## config.mk

```make
export PLATFORM = sky130hd
export DESIGN_NAME = transition_recorder
export DESIGN_NICKNAME = d
export VERILOG_FILES = /design/src/rtl/transition_recorder.sv
export SDC_FILE = /design/constraint.sdc
export NUM_CORES = 2
export LEC_CHECK = 0
export CORE_ASPECT_RATIO = 1.25
export CORE_MARGIN = 3
export CORE_UTILIZATION = 50
export CTS_CLUSTER_SIZE = 10
export DETAILED_ROUTE_END_ITERATION = 7
export PLACE_DENSITY_LB_ADDON = 0.3
export SLEW_MARGIN = 20
export SYNTH_ARGS = -nofsm -noshare
export SYNTH_HDL_FRONTEND = slang
export SYNTH_SLANG_ARGS = --single-unit
```

## constraint.sdc

```tcl
create_clock -name clk -period 8.2 [get_ports clk]
set_input_delay 1.64 -clock clk [delete_from_list [all_inputs] [get_ports clk]]
set_output_delay 1.64 -clock clk [all_outputs]
set_load 0.01 [all_outputs]
```

## src/rtl/transition_recorder.sv

```systemverilog
// Record-and-playback engine: captures cycle intervals between din transitions
// and regenerates the same level sequence on dout, once or looped.
module transition_recorder #(
  parameter  int DEPTH  = 32,
  parameter  int CNT_W  = 32,
  localparam int ADDR_W = $clog2(DEPTH)
) (
  input  logic              clk,
  input  logic              reset,
  input  logic              record,
  input  logic              play,
  input  logic              loop_en,
  input  logic              din,
  output logic              dout,
  output logic              recording,
  output logic              playing,
  output logic              full,
  output logic              done,
  output logic [ADDR_W:0]   length
);
  localparam logic [ADDR_W:0] ONE      = (ADDR_W+1)'(1);
  localparam logic [ADDR_W:0] LAST_IDX = (ADDR_W+1)'(DEPTH-1);

  typedef enum logic [1:0] {IDLE, RECORD, PLAY} state_t;

  state_t            state;
  logic              rec_q, play_q, prev;
  logic              rec_rise, play_rise, play_start, we, tick, last;
  logic [CNT_W-1:0]  mem [DEPTH];
  logic [CNT_W-1:0]  cnt, timer, rd_data;
  logic [ADDR_W:0]   rd_ptr, rd_addr;

  // Index following p within the stored sequence, wrapping to 0 after the last entry.
  function automatic logic [ADDR_W:0] succ(input logic [ADDR_W:0] p, input logic [ADDR_W:0] len);
    succ = (p + ONE == len) ? '0 : p + ONE;
  endfunction

  assign rec_rise   = record & ~rec_q;
  assign play_rise  = play & ~play_q;
  assign play_start = (state == IDLE) && !rec_rise && play_rise && (length != '0);
  assign we         = (state == RECORD) && record && (din != prev);
  assign tick       = (timer == CNT_W'(1));
  assign last       = (rd_ptr == length - ONE);

  // rd_data always holds the interval that will be loaded at the next timer expiry,
  // so a stored interval of 1 still gets its own toggle.
  always_comb begin
    rd_addr = '0;
    if (reset)
      rd_addr = '0;
    else if (play_start)
      rd_addr = succ('0, length);
    else if (state == PLAY && play) begin
      if (tick && last)
        rd_addr = loop_en ? succ('0, length) : '0;
      else if (tick)
        rd_addr = succ(rd_ptr + ONE, length);
      else
        rd_addr = succ(rd_ptr, length);
    end
  end

  always_ff @(posedge clk) begin
    if (we) mem[length[ADDR_W-1:0]] <= cnt;
    rd_data <= (we && rd_addr == length) ? cnt : mem[rd_addr[ADDR_W-1:0]];
  end

  // Edge detectors follow their inputs through reset so a level held across
  // reset release is not mistaken for a fresh request.
  always_ff @(posedge clk) begin
    rec_q  <= record;
    play_q <= play;
  end

  always_ff @(posedge clk) begin
    if (reset) begin
      state     <= IDLE;
      dout      <= 1'b0;
      recording <= 1'b0;
      playing   <= 1'b0;
      full      <= 1'b0;
      done      <= 1'b0;
      length    <= '0;
      cnt       <= '0;
      prev      <= 1'b0;
      rd_ptr    <= '0;
      timer     <= '0;
    end else begin
      done <= 1'b0;
      unique case (state)
        IDLE: begin
          if (rec_rise) begin
            state     <= RECORD;
            recording <= 1'b1;
            length    <= '0;
            full      <= 1'b0;
            cnt       <= CNT_W'(1);
            prev      <= 1'b0;
            dout      <= 1'b0;
          end else if (play_start) begin
            state   <= PLAY;
            playing <= 1'b1;
            rd_ptr  <= '0;
            dout    <= 1'b0;
            timer   <= rd_data;
          end
        end
        RECORD: begin
          if (!record) begin
            state     <= IDLE;
            recording <= 1'b0;
          end else if (din != prev) begin
            length <= length + ONE;
            cnt    <= CNT_W'(1);
            prev   <= din;
            if (length == LAST_IDX) begin
              full      <= 1'b1;
              state     <= IDLE;
              recording <= 1'b0;
            end
          end else if (cnt != '1) begin
            cnt <= cnt + CNT_W'(1);
          end
        end
        PLAY: begin
          if (!play) begin
            dout    <= 1'b0;
            state   <= IDLE;
            playing <= 1'b0;
          end else if (tick) begin
            timer <= rd_data;
            if (last) begin
              done <= 1'b1;
              if (loop_en) begin
                dout   <= 1'b0;
                rd_ptr <= '0;
              end else begin
                dout    <= ~dout;
                state   <= IDLE;
                playing <= 1'b0;
              end
            end else begin
              dout   <= ~dout;
              rd_ptr <= rd_ptr + ONE;
            end
          end else begin
            timer <= timer - CNT_W'(1);
          end
        end
        default: state <= IDLE;
      endcase
    end
  end
endmodule

```

After elaboration in Yosys (flattened, before gate mapping)
Memory sizes are Yosys's and may differ from the RTL's.
Cells that the tools add are included.
- multiplexer cells: 71
- bitwise logic cells: 8
- $add $sub $neg: 6
- equal/unequal tests: 27
- reductions and logical operators: 23
- operators by type and width (cell ; number):
    2-to-1 mux 32 bit ; 9
    case mux 32 bit (2 select lines) ; 2
    2-to-1 mux 6 bit ; 16
    adder 32 x 1 -> 32 bit, second input constant ; 1
    == test 32 x 1 -> 1 bit, second input constant ; 1
    inequality test 32 bit, second input constant ; 1
    subtractor 32 x 1 -> 32 bit, second input constant ; 1
    2-to-1 mux 1 bit ; 27
    == test 6 bit ; 4
    case mux 6 bit (2 select lines) ; 2
    adder 6 x 1 -> 6 bit, second input constant ; 3
    2-to-1 mux 2 bit ; 9
    AND reduction 6 bit ; 3
    AND reduction 4 bit ; 4
    inequality test 3 bit, second input constant ; 5
    inequality test 2 bit, second input constant ; 6
    case mux 1 bit (2 select lines) ; 5
    logical AND 1 bit ; 8
    == test 1 x 6 -> 1 bit, first input constant ; 1
    == test 6 x 5 -> 1 bit, second input constant ; 1
    inequality test 3 x 2 -> 1 bit, second input constant ; 2
    NOT 1 bit ; 6
    case mux 2 bit (3 select lines) ; 1
    nonzero test 6 bit ; 1
    other kinds (13) ; 16
- bits in registers: 118
- output and inout port bits: 11
- memory bits (writable): 1024
- memories kept: 1
- input bits: 6
- logic and storage cells: 150
- memories (memory ; words ; bits a word ; read ports ; clocked after memory_dff ; wr ports ; RTL line ; source):
    mem ; 32 ; 32 ; 1 ; 0 ; 1 ; 29 ; logic [CNT_W-1:0] mem [DEPTH];

Logic depth before layout (Yosys ltp)
- depth in word-level cells: 12
- mapped depth: 17
- gate-level depth less buffers: 12

Worst setup path after synthesis
OpenSTA, ideal clock, no wires.
- path kind: input port to flip-flop
- start: input port play
- end: register rd_data[18]
- stages on the path: 13
- setup time: 138 ps
- arrival: 4023 ps
- slack: 4038 ps
- path buffers: 3
- data required time: 8062 ps
- cells stage by stage: nor4b_1 o211ai_1 nand2_1 o211a_1 o21ai_1 a21o_1 buf_4 buf_2 buf_4 a211oi_1 nor3b_1 o41ai_1 o211ai_1
- longest elaborated chain between the ends: 8
- elaborated cells on any way between the ends: 11
- those cells by class: 1 x eq/ne; 4 x mux; 1 x bitwise; 4 x reduce/logical; 1 x memory
- ends and longest elaborated chain (what ; RTL line ; source):
    from (decl) ; 11 ; input logic play,
    AND 1 bit ; 39 ; assign play_rise = play & ~play_q;
    logical AND 1 bit (2 in series) ; 40 ; assign play_start = (state == IDLE) && !rec_rise && play_rise && (length != '0);
    2-to-1 mux 6 bit (*) ; 51 ; else if (play_start)
    2-to-1 mux 6 bit (*) ; 49 ; if (reset)
    branches (longest 2 deep; another with memory (32 x 32 bit)) ; - ;
    2-to-1 mux 32 bit (*) ; 65 ; rd_data <= (we && rd_addr == length) ? cnt : mem[rd_addr[ADDR_W-1:0]];
    to (signal assigned) ; 65 ;
    to (decl) ; 30 ; logic [CNT_W-1:0] cnt, timer, rd_data;
Mark *: on every way between the ends.
A chain may end at the register's enable or synchronous reset.

Worst setup path in the final report
- start: register rd_ptr[0]
- end: register rd_data[13]
- longest elaborated chain between the ends: 12
- elaborated cells on any way between the ends: 17
- those cells by class: 2 x add/sub; 4 x eq/ne; 8 x mux; 2 x reduce/logical; 1 x memory
- ends and longest elaborated chain (what ; RTL line ; source):
    from (decl) ; 31 ; logic [ADDR_W:0] rd_ptr, rd_addr;
    from (signal assigned) ; 144 ; rd_ptr <= rd_ptr + ONE;
    adder 6 x 1 -> 6 bit ; 35, 57 ;
    adder 6 x 1 -> 6 bit ; 35 ; succ = (p + ONE == len) ? '0 : p + ONE;
    == test 6 bit ; 35 ;
    2-to-1 mux 6 bit ; 35 ;
    2-to-1 mux 6 bit ; 56 ; else if (tick)
    2-to-1 mux 6 bit (*) ; 54 ; if (tick && last)
    2-to-1 mux 6 bit (*) ; 53 ; else if (state == PLAY && play) begin
    2-to-1 mux 6 bit (*) ; 51 ;
    2-to-1 mux 6 bit (*) ; 49 ;
    branches (longest 2 deep; another with memory (32 x 32 bit)) ; - ;
    2-to-1 mux 32 bit (*) ; 65 ;
Marked as above.

==> flow_summary.json <==
{
  "status": "completed",
  "post-dp-hpwl_um": 72500,
  "synthCells": 3361,
  "async_flop_share_pct": 0,
  "startpoint_type": "register",
  "yosys.cell_types.count": 83,
  "synth_area_leaders": "edfxtp_1, dfxtp_1, a211oi_1",
  "worstPathArrival_ns": 6.88,
  "worst_skew_pair.late_latency_ns": 0.74,
  "vias_per_cell": 6.78,
  "synth-seq-cells": 1142,
  "postCtsSetupBuffers": 0,
  "cpPeakStageDelay_ns": 0.99,
  "gp_congestion": 0.902,
  "worstPathRequired_ns": 8.75,
  "crit_chain": "ha_1 -> xnor2_1 -> a221oi_1 -> o2111a_1 -> a21o_1 -> or4_4 -> nand2_8 -> nor2_4 -> a221oi_1 -> o2111ai_1 -> o211ai_1",
  "final-setup-viol-count": 0,
  "cts_root_buffer": "clkbuf_16",
  "design.die.area_mm2": 0.0986,
  "crit_top_cell": "a221oi_1",
  "max_cap_violations": 0,
  "yosys_warnings": 0,
  "fin_hold_ws_ns": 0.475,
  "grt_overflow": 0,
  "yosysSeqAreaShare_pct": 69.8,
  "hp-class": "reg -> reg",
  "htree_num_levels": 4,
  "worst-setup-path-type": "reg -> reg",
  "fin_crit_sh_pct": 77.1,
  "leakage_nw": 17.7,
  "cts_sinks": 1142,
  "cp_max_fo": 77,
  "synth-edff-count": 1024,
  "fill_cells": 7190,
  "path_clk_slew_ns": 0.05,
  "ir_drop_uv": 162,
  "ios": 17,
  "synth_top_cell_area_share_pct": 64.8,
  "finalSetupTns_ns": 0,
  "syn_nets": 3376,
  "wl_per_cell_um": 29.5,
  "power_density_mw_per_mm2": 222,
  "ant_nets": 0,
  "numCtsBuffers": 133,
  "via_count": 31200,
  "synth.avg_cell_area_um2": 14.1,
  "io_buffer_count": 16,
  "ctsHoldBuffers": 0,
  "cts_tree": "built",
  "yosysTopAreaCell": "edfxtp_1",
  "layout-drive-gt1-share_pct": 10.5,
  "worst_slew_pin_slew_ns": 1.13,
  "finalHoldViolCount": 0,
  "synth_commonest_cells": "edfxtp_1, a211oi_1, o21ai_0",
  "finalCriticalPeriod_ns": 6.32,
  "grt_max_degree": 206,
  "nets": 3330,
  "core_area_mm2": 0.0935,
  "grt_usage_pct": 27.5,
  "cts_resized": 0,
  "first_iter_violations": 3918,
  "die_h_um": 350,
  "first_pass_iters": 6,
  "clockBufferDepth": 3,
  "synthFlopType": "edfxtp_1",
  "synth.most_common_cell": "edfxtp_1",
  "wl_um": 136000,
  "timing.fmax_mhz": 158,
  "slew_viol_final": 0,
  "start_util_pct": 50.7,
  "rows": 125,
  "crit_path_top_delay_cell": "nor2_4",
  "drc_errors": 0,
  "die_w_um": 282,
  "first_global_vias": 30300,
  "fin_skew_ns": 0.0261,
  "syn_area_mm2": 0.0474,
  "antenna_found_initial": 2,
  "area_growth_pct": 11.6,
  "end_kind": "register",
  "grt_pass1_wl_um": 201000,
  "relSlewSlack_pct": 24.3,
  "rsz0062_at_grt": "no"
}
[flip-flops by register name, summed over array words and instances (netlist names)]
signal     count
mem         1024
cnt           32
rd_data       32
timer         32
length         6
rd_ptr         6
state          2
done           1
dout           1
full           1
play_q         1
playing        1
prev           1
rec_q          1
recording      1
[cells in the final DEF (no fill, tap or decap), drive strengths merged, types with 10 or more instances in the layout]
cell and count:
a2111o 32, a2111oi 96, a211oi 239, a21oi 64, a221oi 61, a22oi 10, a31oi 34, and3 200
buf 82, clkbuf 206, clkdlybuf4s50 15, clkinv 12, dfxtp 118, edfxtp 1024, inv 42, mux2 32
mux2i 160, nand2 151, nand3 132, nand4 12, nor2 145, nor3 27, nor4 21, o2111ai 32
o211ai 11, o21ai 217, o221ai 26, o22ai 36, or3 10, xnor2 41, xor2 11
[power by group]
part	switching (W)	internal, W	total, W
logic	0.0000630	0.0000295	0.0000925
clock network	0.00225	0.00313	0.00538
registers	0.0000230	0.00626	0.00629
total	0.00234	0.00942	0.0118
[cell families after synthesis]
kind of cell,share of synthesized area (%)
flip-flops,69.8
AO/OA/AOI/OAI,13.8
AND/OR/NAND/NOR,8.19
buffers and inverters,2.79
multiplexers,4.14
XOR/XNOR,1.01
adder cells (fa/ha/maj),0.237
[layout make-up]
cell class	instances	area [um^2]	area share (%)
inverters	39	146	0.276
clock inverters	16	269	0.508
well taps	1206	1510	2.85
multi-input cells	1902	13400	25.2
flip-flops and latches	1142	33100	62.6
repair buffers	97	838	1.58
diodes	1	2.50	0.00473
clock buffers	206	3690	6.96
[through the flow]
stage	std cells	utilization, %	setup WS, ns	total power [W]	cell area [um^2]
finish	4609	56.6	1.88	0.0118	53000
floorplan	3361	-	4.04	0.00645	47400
global route	4608	56.6	1.56	0.0121	53000
detailed placement	4386	52.4	1.61	0.00649	49000
CTS	4608	56.6	1.89	0.0118	52900
global placement	4386	52.4	1.75	0.00649	49000
[final timing paths]
kind | from | to | slack, ns | cells past startpoint
setup / recovery | rd_ptr[0] | rd_data[13] | 1.88 | 11
hold / removal | full | full | 0.47 | 2
hold reg to reg | full | full | 0.47 | 2
setup reg to reg | rd_ptr[0] | rd_data[13] | 1.88 | 11
[routing by layer]
metal	vias up	global-route usage, %	wire, um
met5	-	0	12
met4	2	13.3	7250
met3	397	5.12	12700
met2	1725	44.9	65100
met1	15700	35.7	51000
li1	13400	-	-
[worst max-delay path, delay by kind of cell, from the launching register on]
family / cells / cell delay (ns)
simple gates: 3 / 2.26
flops: 1 / 0.66
fa+ha+maj: 1 / 0.60
xor+xnor: 1 / 0.23
compound gates: 6 / 2.33
Note: power is estimated with default switching activity, not from simulation.
